### src/rtl/vfb_pkg.sv
// vfb_pkg: shared types and default sizing for the frame buffer read path.
// Request FSM encoding lives here so the bench and other units can see it.
package vfb_pkg;

   localparam int VFB_DEPTH     = 64;
   localparam int VFB_BURST_LEN = 16;
   localparam int VFB_ADDR_W    = 22;

   typedef enum logic {
      IDLE = 1'b0,
      REQ  = 1'b1
   } vfb_rd_state_t;

endpackage

### src/rtl/vfb_rd_prefetch_if.sv
// vfb_rd_prefetch_if: burst read channel between the prefetch stage
// and the memory controller.
interface vfb_rd_prefetch_if
   import vfb_pkg::*;
#(
   parameter int ADDR_W = VFB_ADDR_W
) ();

   logic              mem_rd_req_o;
   logic [ADDR_W-1:0] mem_rd_addr_o;
   logic              mem_rd_ack_i;
   logic              mem_rd_dv_i;
   logic [31:0]       mem_rd_d_i;

   modport master (
      output mem_rd_req_o,
      output mem_rd_addr_o,
      input  mem_rd_ack_i,
      input  mem_rd_dv_i,
      input  mem_rd_d_i
   );

   modport slave (
      input  mem_rd_req_o,
      input  mem_rd_addr_o,
      output mem_rd_ack_i,
      output mem_rd_dv_i,
      output mem_rd_d_i
   );

endinterface

### src/rtl/vfb_sfifo.sv
// vfb_sfifo: single-clock FIFO with a registered read port and level.
// Flush wins over push/pop; a pop on flush or on empty returns zero.
module vfb_sfifo #(
   parameter int DEPTH = 64,
   parameter int W     = 32
) (
   input  logic                   clk,
   input  logic                   rst_n,
   input  logic                   flush,
   input  logic                   push,
   input  logic [W-1:0]           wr_data,
   input  logic                   pop,
   output logic [W-1:0]           rd_data,
   output logic [$clog2(DEPTH):0] level
);

   localparam int PW = $clog2(DEPTH);
   localparam int LW = PW + 1;

   logic [W-1:0]  mem [DEPTH];
   logic [PW-1:0] wr_ptr;
   logic [PW-1:0] rd_ptr;
   logic          pop_ok;

   assign pop_ok = pop && (level != '0);

   // storage needs no reset; the read register masks it until written
   always_ff @(posedge clk) begin
      if (push && !flush) begin
         mem[wr_ptr] <= wr_data;
      end
   end

   always_ff @(posedge clk or negedge rst_n) begin
      if (!rst_n) begin
         wr_ptr  <= '0;
         rd_ptr  <= '0;
         level   <= '0;
         rd_data <= '0;
      end else if (flush) begin
         wr_ptr <= '0;
         rd_ptr <= '0;
         level  <= '0;
         if (pop) begin
            rd_data <= '0;
         end
      end else begin
         if (push) begin
            wr_ptr <= wr_ptr + 1'b1;
         end
         if (pop_ok) begin
            rd_ptr  <= rd_ptr + 1'b1;
            rd_data <= mem[rd_ptr];
         end else if (pop) begin
            rd_data <= '0;
         end
         level <= level + LW'(push) - LW'(pop_ok);
      end
   end

endmodule

### src/rtl/vfb_rd_prefetch.sv
// vfb_rd_prefetch: issues burst reads ahead of the unpacker and buffers
// the returned words; a frame restart flushes and discards stale beats.
module vfb_rd_prefetch
   import vfb_pkg::*;
#(
   parameter int DEPTH     = VFB_DEPTH,
   parameter int BURST_LEN = VFB_BURST_LEN,
   parameter int ADDR_W    = VFB_ADDR_W
) (
   input  logic                   sys_clk,
   input  logic                   rst_n,
   input  logic                   frame_rst_i,
   input  logic [ADDR_W-1:0]      frame_base_i,
   input  logic [ADDR_W-1:0]      frame_words_i,
   vfb_rd_prefetch_if.master      mem,
   input  logic                   dma_de_32b_i,
   output logic [31:0]            dma_d_32b_o,
   output logic [$clog2(DEPTH):0] fifo_level_o,
   output logic                   underflow_o
);

   localparam int LW = $clog2(DEPTH) + 1;
   localparam int RW = LW + 1;

   localparam logic [LW-1:0]     BURST_L = LW'(BURST_LEN);
   localparam logic [ADDR_W-1:0] BURST_A = ADDR_W'(BURST_LEN);
   localparam logic [RW-1:0]     DEPTH_R = RW'(DEPTH);

   vfb_rd_state_t     state;
   vfb_rd_state_t     state_nxt;
   logic [ADDR_W-1:0] next_addr;
   logic [ADDR_W-1:0] next_addr_nxt;
   logic [ADDR_W-1:0] words_left;
   logic [ADDR_W-1:0] words_left_nxt;
   logic [ADDR_W-1:0] req_addr;
   logic [ADDR_W-1:0] req_addr_nxt;
   logic [LW-1:0]     outstanding;
   logic [LW-1:0]     outstanding_nxt;
   logic [LW-1:0]     discard_cnt;
   logic [LW-1:0]     discard_cnt_nxt;
   logic              stale;
   logic              stale_nxt;
   logic              ack_fresh;
   logic              ack_stale;
   logic              beat_drop;
   logic              beat_keep;
   logic              push;
   logic [RW-1:0]     resv;
   logic              can_issue;
   logic [LW-1:0]     level;

   assign beat_drop = mem.mem_rd_dv_i && (discard_cnt != '0);
   assign beat_keep = mem.mem_rd_dv_i && (discard_cnt == '0)
                      && (outstanding != '0);

   // space already promised to bursts in flight counts as occupied
   assign resv = RW'(level) + RW'(outstanding) + RW'(BURST_LEN);

   assign can_issue = (words_left != '0) && (discard_cnt == '0)
                      && (resv <= DEPTH_R) && !frame_rst_i;

   always_comb begin
      state_nxt    = state;
      req_addr_nxt = req_addr;
      stale_nxt    = stale;
      ack_fresh    = 1'b0;
      ack_stale    = 1'b0;
      unique case (state)
         IDLE: begin
            if (can_issue) begin
               state_nxt    = REQ;
               req_addr_nxt = next_addr;
            end
         end
         REQ: begin
            if (mem.mem_rd_ack_i) begin
               state_nxt = IDLE;
               stale_nxt = 1'b0;
               ack_stale = stale || frame_rst_i;
               ack_fresh = !(stale || frame_rst_i);
            end else if (frame_rst_i) begin
               stale_nxt = 1'b1;
            end
         end
         default: state_nxt = IDLE;
      endcase
   end

   always_comb begin
      next_addr_nxt   = next_addr;
      words_left_nxt  = words_left;
      outstanding_nxt = outstanding;
      discard_cnt_nxt = discard_cnt;
      push            = 1'b0;
      if (frame_rst_i) begin
         // a beat landing on the restart edge is from the old frame
         next_addr_nxt   = frame_base_i;
         words_left_nxt  = frame_words_i;
         outstanding_nxt = '0;
         discard_cnt_nxt = discard_cnt + outstanding
                           - LW'(beat_drop || beat_keep);
      end else begin
         push            = beat_keep;
         discard_cnt_nxt = discard_cnt - LW'(beat_drop);
         outstanding_nxt = outstanding - LW'(beat_keep);
         if (ack_fresh) begin
            next_addr_nxt   = next_addr + BURST_A;
            words_left_nxt  = words_left - BURST_A;
            outstanding_nxt = outstanding_nxt + BURST_L;
         end
      end
      if (ack_stale) begin
         discard_cnt_nxt = discard_cnt_nxt + BURST_L;
      end
   end

   always_ff @(posedge sys_clk or negedge rst_n) begin
      if (!rst_n) begin
         state <= IDLE;
      end else begin
         state <= state_nxt;
      end
   end

   always_ff @(posedge sys_clk or negedge rst_n) begin
      if (!rst_n) begin
         next_addr   <= '0;
         words_left  <= '0;
         req_addr    <= '0;
         outstanding <= '0;
         discard_cnt <= '0;
         stale       <= 1'b0;
         underflow_o <= 1'b0;
      end else begin
         next_addr   <= next_addr_nxt;
         words_left  <= words_left_nxt;
         req_addr    <= req_addr_nxt;
         outstanding <= outstanding_nxt;
         discard_cnt <= discard_cnt_nxt;
         stale       <= stale_nxt;
         if (frame_rst_i) begin
            underflow_o <= 1'b0;
         end else if (dma_de_32b_i && (level == '0)) begin
            underflow_o <= 1'b1;
         end
      end
   end

   assign mem.mem_rd_req_o  = (state == REQ);
   assign mem.mem_rd_addr_o = req_addr;
   assign fifo_level_o      = level;

   vfb_sfifo #(
      .DEPTH (DEPTH),
      .W     (32)
   ) u_fifo (
      .clk     (sys_clk),
      .rst_n   (rst_n),
      .flush   (frame_rst_i),
      .push    (push),
      .wr_data (mem.mem_rd_d_i),
      .pop     (dma_de_32b_i),
      .rd_data (dma_d_32b_o),
      .level   (level)
   );

endmodule

### src/flat_wrapper.sv
// flat-port wrapper written by rule: the top's interface ports become plain ports
module vfb_rd_prefetch_flat import vfb_pkg::*;
#(
   parameter int DEPTH     = VFB_DEPTH,
   parameter int BURST_LEN = VFB_BURST_LEN,
   parameter int ADDR_W    = VFB_ADDR_W
)
  (sys_clk, rst_n, frame_rst_i, frame_base_i, frame_words_i, dma_de_32b_i, dma_d_32b_o, fifo_level_o, underflow_o, mem_mem_rd_req_o, mem_mem_rd_addr_o, mem_mem_rd_ack_i, mem_mem_rd_dv_i, mem_mem_rd_d_i);
  vfb_rd_prefetch_if #(.ADDR_W(ADDR_W)) mem_i ();
  input  logic sys_clk;
  input  logic rst_n;
  input  logic frame_rst_i;
  input  logic [ADDR_W-1:0] frame_base_i;
  input  logic [ADDR_W-1:0] frame_words_i;
  input  logic dma_de_32b_i;
  output logic [31:0] dma_d_32b_o;
  output logic [$clog2(DEPTH):0] fifo_level_o;
  output logic underflow_o;
  output wire logic [$bits(mem_i.mem_rd_req_o)-1:0] mem_mem_rd_req_o;
  output wire logic [$bits(mem_i.mem_rd_addr_o)-1:0] mem_mem_rd_addr_o;
  input wire logic [$bits(mem_i.mem_rd_ack_i)-1:0] mem_mem_rd_ack_i;
  input wire logic [$bits(mem_i.mem_rd_dv_i)-1:0] mem_mem_rd_dv_i;
  input wire logic [$bits(mem_i.mem_rd_d_i)-1:0] mem_mem_rd_d_i;
  assign mem_mem_rd_req_o = mem_i.mem_rd_req_o;
  assign mem_mem_rd_addr_o = mem_i.mem_rd_addr_o;
  assign mem_i.mem_rd_ack_i = mem_mem_rd_ack_i;
  assign mem_i.mem_rd_dv_i = mem_mem_rd_dv_i;
  assign mem_i.mem_rd_d_i = mem_mem_rd_d_i;
  vfb_rd_prefetch #(.DEPTH(DEPTH), .BURST_LEN(BURST_LEN), .ADDR_W(ADDR_W)) u_core (.sys_clk(sys_clk), .rst_n(rst_n), .frame_rst_i(frame_rst_i), .frame_base_i(frame_base_i), .frame_words_i(frame_words_i), .mem(mem_i), .dma_de_32b_i(dma_de_32b_i), .dma_d_32b_o(dma_d_32b_o), .fifo_level_o(fifo_level_o), .underflow_o(underflow_o));
endmodule
### config.mk
export PLATFORM = sky130hd
export DESIGN_NAME = vfb_rd_prefetch_flat
export DESIGN_NICKNAME = d
export VERILOG_FILES = /design/src/rtl/vfb_pkg.sv /design/src/rtl/vfb_rd_prefetch_if.sv /design/src/rtl/vfb_sfifo.sv /design/src/rtl/vfb_rd_prefetch.sv /design/src/flat_wrapper.sv
export SDC_FILE = /design/constraint.sdc
export NUM_CORES = 2
export LEC_CHECK = 0
export ABC_AREA = 1
export BUFFER_PORTS_ARGS = -buffer_cell sky130_fd_sc_hd__buf_2
export CORE_UTILIZATION = 28
export CTS_CLUSTER_SIZE = 24
export DETAILED_ROUTE_END_ITERATION = 10
export GPL_ROUTABILITY_DRIVEN = 1
export PLACE_DENSITY = 0.39
export SYNTH_ARGS = -nofsm -noshare
export SYNTH_HDL_FRONTEND = slang
export SYNTH_HIERARCHICAL = 1
export SYNTH_SLANG_ARGS = --single-unit
### constraint.sdc
create_clock -name sys_clk -period 11.46 [get_ports sys_clk]
set_input_delay 1.146 -clock sys_clk [delete_from_list [all_inputs] [get_ports sys_clk]]
set_output_delay 1.146 -clock sys_clk [all_outputs]
set_load 0.01 [all_outputs]
# After elaboration in Yosys (flattened, before gate mapping)
# Memories as Yosys holds them, arrays and structs flattened.
# Cells that the tools add are included.
[op_classes]
muxes = 30
n_reduce_logical = 26
bitwise_logic = 1
n_addsub = 14
magnitude_cmp = 1
[ops]
columns = ["operator", "count"]
rows = [
  ["32-bit two-way mux", 3],
  ["22-bit two-way mux", 4],
  ["7-bit two-way mux", 5],
  ["7-bit by 1-bit subtractor with 7-bit output", 4],
  ["6-bit two-way mux", 4],
  ["22-bit by 5-bit adder with 22-bit output (second input constant)", 1],
  ["22-bit nonzero test", 1],
  ["22-bit by 5-bit subtractor with 22-bit output (second input constant)", 1],
  ["7-bit nonzero test", 3],
  ["7-bit by 5-bit adder with 7-bit output (second input constant)", 2],
  ["7-bit logical NOT", 2],
  ["1-bit two-way mux", 13],
  ["6-bit by 1-bit adder with 6-bit output (second input constant)", 2],
  ["2-bit nonzero test", 5],
  ["1-bit logical AND", 9],
  ["7-bit by 7-bit adder with 8-bit output", 1],
  ["8-bit by 5-bit adder with 8-bit output (second input constant)", 1],
  ["8-bit by 7-bit less-or-equal comparator with 1-bit output (second input constant)", 1],
  ["7-bit by 1-bit adder with 7-bit output", 1],
  ["7-bit adder", 1],
  ["2-bit AND reduction", 2],
  ["1-bit logical NOT", 2],
  ["1-bit logical OR", 2],
  ["1-bit one-hot mux with 2 select lines", 1],
  ["1-bit NOT", 1],
]
[word_totals]
memories = 1
ramBits = 2048
in_bits = 82
word_cells = 85
out_inout_bits = 63
regBits = 134
[memory_table]
columns = ["memory", "words", "width", "read_ports", "rd_ports_with_merged_regs", "write_ports", "line", "rtl"]
rows = [
  ["u_core.u_fifo.mem", 64, 32, 1, 0, 1, "vfb_sfifo.sv:20", "logic [W-1:0] mem [DEPTH];"],
]

# Depth between registers and ports, before layout
[depth]
word_depth = 8
mapped_depth = 21
ltp_nobuf = 21

# Modules after synthesis
# Netlist, hierarchy kept.
[by_module_without_submodules]
columns = ["module", "seq_area_each_um2", "cells_per_inst", "n_inst", "area_each_um2"]
rows = [
  ["vfb_sfifo", 62775.2, 7280, 1, 85467.0],
  ["vfb_rd_prefetch", 2077.0, 688, 1, 5255.0],
]

# Worst setup path before layout
# No wires, ideal clock.
[synth_timing]
path_kind = "input port to flip-flop"
startpoint = "input frame_rst_i"
endpoint = "memory u_core.u_fifo.mem[14][0], enable pin"
path_stages = 7
t_arrival_ns = 3.841
setup_slack_ns = 7.198
setup_ns = 0.421
path_cell_list = "clkbuf_1 > clkbuf_1 > nor2_1 > inv_1 > nor3_1 > nand3_1 > nor2_1"
[synth_between]
elab_chain_cells = 4
word_cells_on_any_way = 5
[synth_lines]
columns = ["item", "line", "rtl"]
rows = [
  ["start, declared", "flat_wrapper.sv:12", "input logic frame_rst_i;"],
  ["1-bit two-way mux", "vfb_rd_prefetch.sv:95", "if (frame_rst_i) begin"],
  ["named net u_core.push", "vfb_rd_prefetch.sv:47", "logic push;"],
  ["1-bit logical AND", "vfb_sfifo.sv:29", "if (push && !flush) begin"],
  ["1-bit two-way mux", "vfb_sfifo.sv:29", ""],
  ["1-bit two-way mux (implied by the code)", "vfb_sfifo.sv:30", "mem[wr_ptr] <= wr_data;"],
  ["end, declared", "vfb_sfifo.sv:20", ""],
]
# The timed path passes the listed nets, and every way through them passes these cells.

# Final worst setup path
[layout_timing]
startpoint = "register u_core.u_fifo.rd_ptr[1]"
endpoint = "register u_core.u_fifo.rd_data[27]"
[layout_between]
elab_chain_cells = 3
[layout_lines]
columns = ["item", "line", "rtl"]
rows = [
  ["start, declared", "vfb_sfifo.sv:22", "logic [PW-1:0] rd_ptr;"],
  ["start signal, assigned", "vfb_sfifo.sv:52", "rd_ptr <= rd_ptr + 1'b1;"],
  ["memory 64 x 32 bit", "-", ""],
  ["32-bit two-way mux", "vfb_sfifo.sv:51", "if (pop_ok) begin"],
  ["32-bit two-way mux", "vfb_sfifo.sv:40", "end else if (flush) begin"],
  ["end signal, assigned", "vfb_sfifo.sv:53", "rd_data <= mem[rd_ptr];"],
  ["end, declared", "vfb_sfifo.sv:13", "output logic [W-1:0] rd_data,"],
]
# No other way between the ends.
# A chain may end at the register's enable or synchronous reset.

==> flow_summary.html <==
<table>
<tr><th>Metric</th><th>Value</th></tr>
<tr><th colspan="2">Clock tree</th></tr>
<tr><td>Source-to-sink clock delay at the later pin of the worst-skew pair</td><td>890 ps</td></tr>
<tr><td>Post-cts sizing count</td><td>0</td></tr>
<tr><td>Post-cts hold buffer count</td><td>0</td></tr>
<tr><td>CTS sink cnt</td><td>2182</td></tr>
<tr><td>CTS H-Tree Depth</td><td>5</td></tr>
<tr><td>Total clock buffers created by CTS</td><td>264</td></tr>
<tr><td>Maximum buffer depth of the clock tree</td><td>4</td></tr>
<tr><td>Root buffer cell</td><td>sky130_fd_sc_hd__clkbuf_16</td></tr>
<tr><td>Setup Fix Bufs, Post-CTS</td><td>0</td></tr>
<tr><td>Clock-pin transition on the worst setup and hold timing paths</td><td>60 ps</td></tr>
<tr><td>CTS tree</td><td>done</td></tr>
<tr><th colspan="2">Route</th></tr>
<tr><td>Total wire length after detailed routing</td><td>300 mm</td></tr>
<tr><td>Mean routed wirelength per cell</td><td>23.9 µm</td></tr>
<tr><td>Number of antenna-violating nets in the routed design</td><td>0</td></tr>
<tr><td>Number of remaining DRC errors</td><td>0</td></tr>
<tr><td>Via/cell ratio</td><td>4.76</td></tr>
<tr><td>Detailed router's first-iteration violation count</td><td>4877</td></tr>
<tr><td>Router iterations before antenna repair</td><td>6</td></tr>
<tr><td>Routed vias</td><td>59801</td></tr>
<tr><th colspan="2">Global route</th></tr>
<tr><td>Largest net degree at the start of global routing</td><td>187</td></tr>
<tr><td>Total routing usage reported by global routing</td><td>0.181</td></tr>
<tr><td>Wire length of the first global-routing pass</td><td>433 mm</td></tr>
<tr><td>Number of antenna violations at the first check in global routing</td><td>15</td></tr>
<tr><td>Via count of the first global-routing pass</td><td>59175</td></tr>
<tr><td>Leftover overflow at the end of global routing</td><td>0</td></tr>
<tr><th colspan="2">Synthesis</th></tr>
<tr><td>Distinct cells, synth</td><td>46</td></tr>
<tr><td>Synth warnings</td><td>6</td></tr>
<tr><td>Share of flip-flops with an asynchronous set or reset</td><td>0.0614</td></tr>
<tr><td>Share of synthesized area occupied by flip-flops and latches</td><td>0.715</td></tr>
<tr><td>Top post-synthesis cells by area</td><td>sky130_fd_sc_hd__edfxtp_1 (68%), sky130_fd_sc_hd__nand2_1 (13%), sky130_fd_sc_hd__nand3_1 (9.4%), sky130_fd_sc_hd__dfrtp_1 (3.7%), sky130_fd_sc_hd__buf_2 (1.3%)</td></tr>
<tr><td>Synth Net Count</td><td>8097</td></tr>
<tr><td>Per-instance average area after synthesis</td><td>11.4 µm²</td></tr>
<tr><td>Number of enable-type register cells in the synthesized netlist</td><td>2048</td></tr>
<tr><td>Post-Synthesis Cells</td><td>7968</td></tr>
<tr><td>Yosys top cell area share</td><td>0.678</td></tr>
<tr><td>Cell taking the most area after synthesis</td><td>sky130_fd_sc_hd__edfxtp_1</td></tr>
<tr><td>Ys flop type</td><td>sky130_fd_sc_hd__edfxtp_1</td></tr>
<tr><td>Mapped Area</td><td>90700 µm²</td></tr>
<tr><td>Synthesis-stage register bit count</td><td>2182</td></tr>
<tr><th colspan="2">Setup path</th></tr>
<tr><td>Top fanout value on the critical path</td><td>130</td></tr>
<tr><td>Critical Path, Cell by Cell</td><td>inv_8 &gt; buf_12 &gt; buf_4 &gt; nand3_1 &gt; nand3_1 &gt; nand2_1 &gt; nand2_1 &gt; nand2_1 &gt; nand2_1 &gt; nand3_1 &gt; nand3_1 &gt; nand2_1</td></tr>
<tr><td>Required time at the worst-slack endpoint</td><td>12220 ps</td></tr>
<tr><td>Worst path most repeated cell</td><td>sky130_fd_sc_hd__nand2_1</td></tr>
<tr><td>Arrival @ worst endpoint</td><td>5590 ps</td></tr>
<tr><td>Gate family responsible for the most delay along the worst path</td><td>buffers and inverters</td></tr>
<tr><td>Largest stage delay on the critical path</td><td>870 ps</td></tr>
<tr><td>Combined buffer and inverter count along the critical path</td><td>3</td></tr>
<tr><td>Standard cell with the maximum stage delay on the critical path</td><td>sky130_fd_sc_hd__buf_4</td></tr>
<tr><td>Critical Setup Path Class</td><td>reg2reg</td></tr>
<tr><td>Crit start category</td><td>flop</td></tr>
<tr><td>Kind of end point of the critical path</td><td>flop</td></tr>
<tr><th colspan="2">STA</th></tr>
<tr><td>Post-route clock skew</td><td>60.5 ps</td></tr>
<tr><td>Setup repair after global routing missed its margin</td><td>no</td></tr>
<tr><td>Setup-violating endpoint count in the final report</td><td>0</td></tr>
<tr><td>Final clock period utilization by the worst path</td><td>0.421</td></tr>
<tr><td>Max-slew violation total from the final report</td><td>0</td></tr>
<tr><td>Accumulated negative setup slack</td><td>0 ps</td></tr>
<tr><td>Actual slew at the worst max-slew pin</td><td>1250 ps</td></tr>
<tr><td>Relative slew margins</td><td>0.168</td></tr>
<tr><td>Post-layout min period</td><td>4830 ps</td></tr>
<tr><td>Highest attainable clock frequency</td><td>0.207 GHz</td></tr>
<tr><td>Hold violation count in the final report</td><td>0</td></tr>
<tr><th colspan="2">Cells and area</th></tr>
<tr><td>Layout cell share with drive strength beyond 1</td><td>0.0907</td></tr>
<tr><td>Final-stage net count</td><td>8175</td></tr>
<tr><td>Post-synthesis to final-layout area growth</td><td>14.5%</td></tr>
<tr><td>Most frequent cells in the layout</td><td>sky130_fd_sc_hd__nand2_1 (3022), sky130_fd_sc_hd__edfxtp_1 (2048), sky130_fd_sc_hd__nand3_1 (1705)</td></tr>
<tr><td>Commonest non-fill, non-tap cell in the layout</td><td>sky130_fd_sc_hd__nand2_1</td></tr>
<tr><td>Number of filler instances in the final layout</td><td>32482</td></tr>
<tr><th colspan="2">Floorplanning</th></tr>
<tr><td>Initial core utilization</td><td>0.282</td></tr>
<tr><td>Die Width</td><td>571 µm</td></tr>
<tr><td>Total number of placement rows</td><td>208</td></tr>
<tr><td>Placeable core region</td><td>322000 µm²</td></tr>
<tr><td>Top Ports</td><td>145</td></tr>
<tr><td>Vertical die dimension</td><td>571 µm</td></tr>
<tr><td>Die area</td><td>326000 µm²</td></tr>
<tr><th colspan="2">Power and ir drop</th></tr>
<tr><td>Static power due to leakage</td><td>37.9 nW</td></tr>
<tr><td>Cell Pwr Density</td><td>195 nW/µm²</td></tr>
<tr><td>PnR Total Power</td><td>0.0203 W</td></tr>
<tr><td>Peak supply drop</td><td>0.112 mV</td></tr>
<tr><th colspan="2">Flow run</th></tr>
<tr><td>Count of maximum capacitance violations</td><td>0</td></tr>
<tr><th colspan="2">Placed design</th></tr>
<tr><td>Hpwl dp</td><td>153 mm</td></tr>
<tr><td>Count of port buffers added during placement</td><td>144</td></tr>
<tr><td>Global placer's final weighted congestion</td><td>0.756</td></tr>
<tr><th colspan="2">Hold path</th></tr>
<tr><td>Worst min path class</td><td>in2async</td></tr>
<tr><th colspan="2">Run status</th></tr>
<tr><td>Outcome</td><td>finished clean</td></tr>
</table>
-- power by group --
group          switching (W)  internal (W)
logic                0.00248      0.000951
registers           0.000128       0.00881
clock network        0.00336       0.00458
total                0.00597        0.0143
-- cells in the mapped netlist (2+ instances only) --
library cell,n
sky130_fd_sc_hd__nand4_1,13
sky130_fd_sc_hd__inv_2,8
sky130_fd_sc_hd__nor2_4,3
sky130_fd_sc_hd__nand2_2,2
sky130_fd_sc_hd__clkinv_1,4
sky130_fd_sc_hd__nand3_1,1705
sky130_fd_sc_hd__inv_1,169
sky130_fd_sc_hd__clkbuf_1,97
sky130_fd_sc_hd__o211ai_1,32
sky130_fd_sc_hd__edfxtp_1,2048
sky130_fd_sc_hd__buf_2,235
sky130_fd_sc_hd__o21ai_1,4
sky130_fd_sc_hd__o2bb2ai_1,2
sky130_fd_sc_hd__o21bai_1,5
sky130_fd_sc_hd__nand3_2,3
sky130_fd_sc_hd__or2_2,2
sky130_fd_sc_hd__fa_1,3
sky130_fd_sc_hd__o31ai_1,2
sky130_fd_sc_hd__buf_4,46
sky130_fd_sc_hd__nand3b_1,5
sky130_fd_sc_hd__nor4_1,4
sky130_fd_sc_hd__a31oi_1,2
sky130_fd_sc_hd__a21oi_1,25
sky130_fd_sc_hd__xor2_1,19
sky130_fd_sc_hd__xnor2_1,3
sky130_fd_sc_hd__o221ai_1,3
sky130_fd_sc_hd__buf_1,32
sky130_fd_sc_hd__nand2_1,3022
sky130_fd_sc_hd__nor2_1,134
sky130_fd_sc_hd__dfrtp_1,134
sky130_fd_sc_hd__ha_1,44
sky130_fd_sc_hd__o21ai_0,54
sky130_fd_sc_hd__nor3_1,17
sky130_fd_sc_hd__nor2_2,8
sky130_fd_sc_hd__buf_6,68
-- area by class of cell --
cell class | count | area [µm²] | share of cell area
well taps | 4305 | 5390 | 0.0518
repair buffers | 290 | 1970 | 0.0190
multi-input cells | 5127 | 22900 | 0.220
clock inverters | 119 | 876 | 0.00843
clock buffers | 346 | 7150 | 0.0688
flip-flops and latches | 2182 | 64900 | 0.624
diodes | 9 | 22.5 | 0.000217
inverters | 181 | 708 | 0.00682
-- path summary, 6_finish.rpt --
kind	slack, ps	cells past startpoint	startpoint	end
worst max register to register	6630	12	u_core/u_fifo/rd_ptr[1]	u_core/u_fifo/rd_data[27]
max in group asynchronous	9100	3	rst_n	u_core/u_fifo/rd_ptr[4]
worst min register to register	470	2	u_core/mem.mem_rd_addr_o[5]	u_core/mem.mem_rd_addr_o[5]
min in group sys_clk	470	2	u_core/mem.mem_rd_addr_o[5]	u_core/mem.mem_rd_addr_o[5]
worst min-delay path	350	1	rst_n	u_core/mem.mem_rd_addr_o[0]
worst max-delay path	6630	12	u_core/u_fifo/rd_ptr[1]	u_core/u_fifo/rd_data[27]
-- routing by layer --
| layer | vias to the layer above | global-route usage | part of all wire |
|---|---|---|---|
| met5 | - | 0 | 0.000043 |
| met4 | 2 | 0.0365 | 0.018 |
| met2 | 1248 | 0.298 | 0.47 |
| met3 | 330 | 0.0248 | 0.044 |
| li1 | 27835 | - | - |
| met1 | 30386 | 0.254 | 0.47 |
-- metrics by stage --
step                hold WS [ps]  cells  cell area, µm²  worst slack, ps  utilization
floorplan                    443   7968           90700             7200            -
global placement             455  12085           95800             6430        0.298
detailed placement           456  12085           95800             6470        0.298
CTS                          332  12550          104000             6700        0.323
global route                 393  12552          104000             6450        0.323
finish                       351  12559          104000             6630        0.323
-- sequential cells by signal (all words and copies together) (netlist names) --
| register | cells |
|---|---|
| u_core/underflow_o | 1 |
| u_core/u_fifo/rd_data | 32 |
| u_core/u_fifo/rd_ptr | 6 |
| u_core/mem.mem_rd_addr_o | 22 |
| u_core/stale | 1 |
| u_core/u_fifo/mem | 2048 |
| u_core/u_fifo/wr_ptr | 6 |
| u_core/mem.mem_rd_req_o | 1 |
| u_core/next_addr | 22 |
| u_core/words_left | 22 |
| u_core/outstanding | 7 |
| u_core/u_fifo/level | 7 |
| u_core/discard_cnt | 7 |
-- cell families after synthesis --
logic type / Yosys count / synth area share
adder cells (fa/ha/maj): 47 / 0.00673
multiplexers: 1 / 0.000110
buffers and inverters: 659 / 0.0380
XOR/XNOR: 22 / 0.00212
AO/OA/AOI/OAI: 136 / 0.00908
AND/OR/NAND/NOR: 4921 / 0.229
flip-flops: 2182 / 0.715
Note: power is estimated with default switching activity, not from simulation.
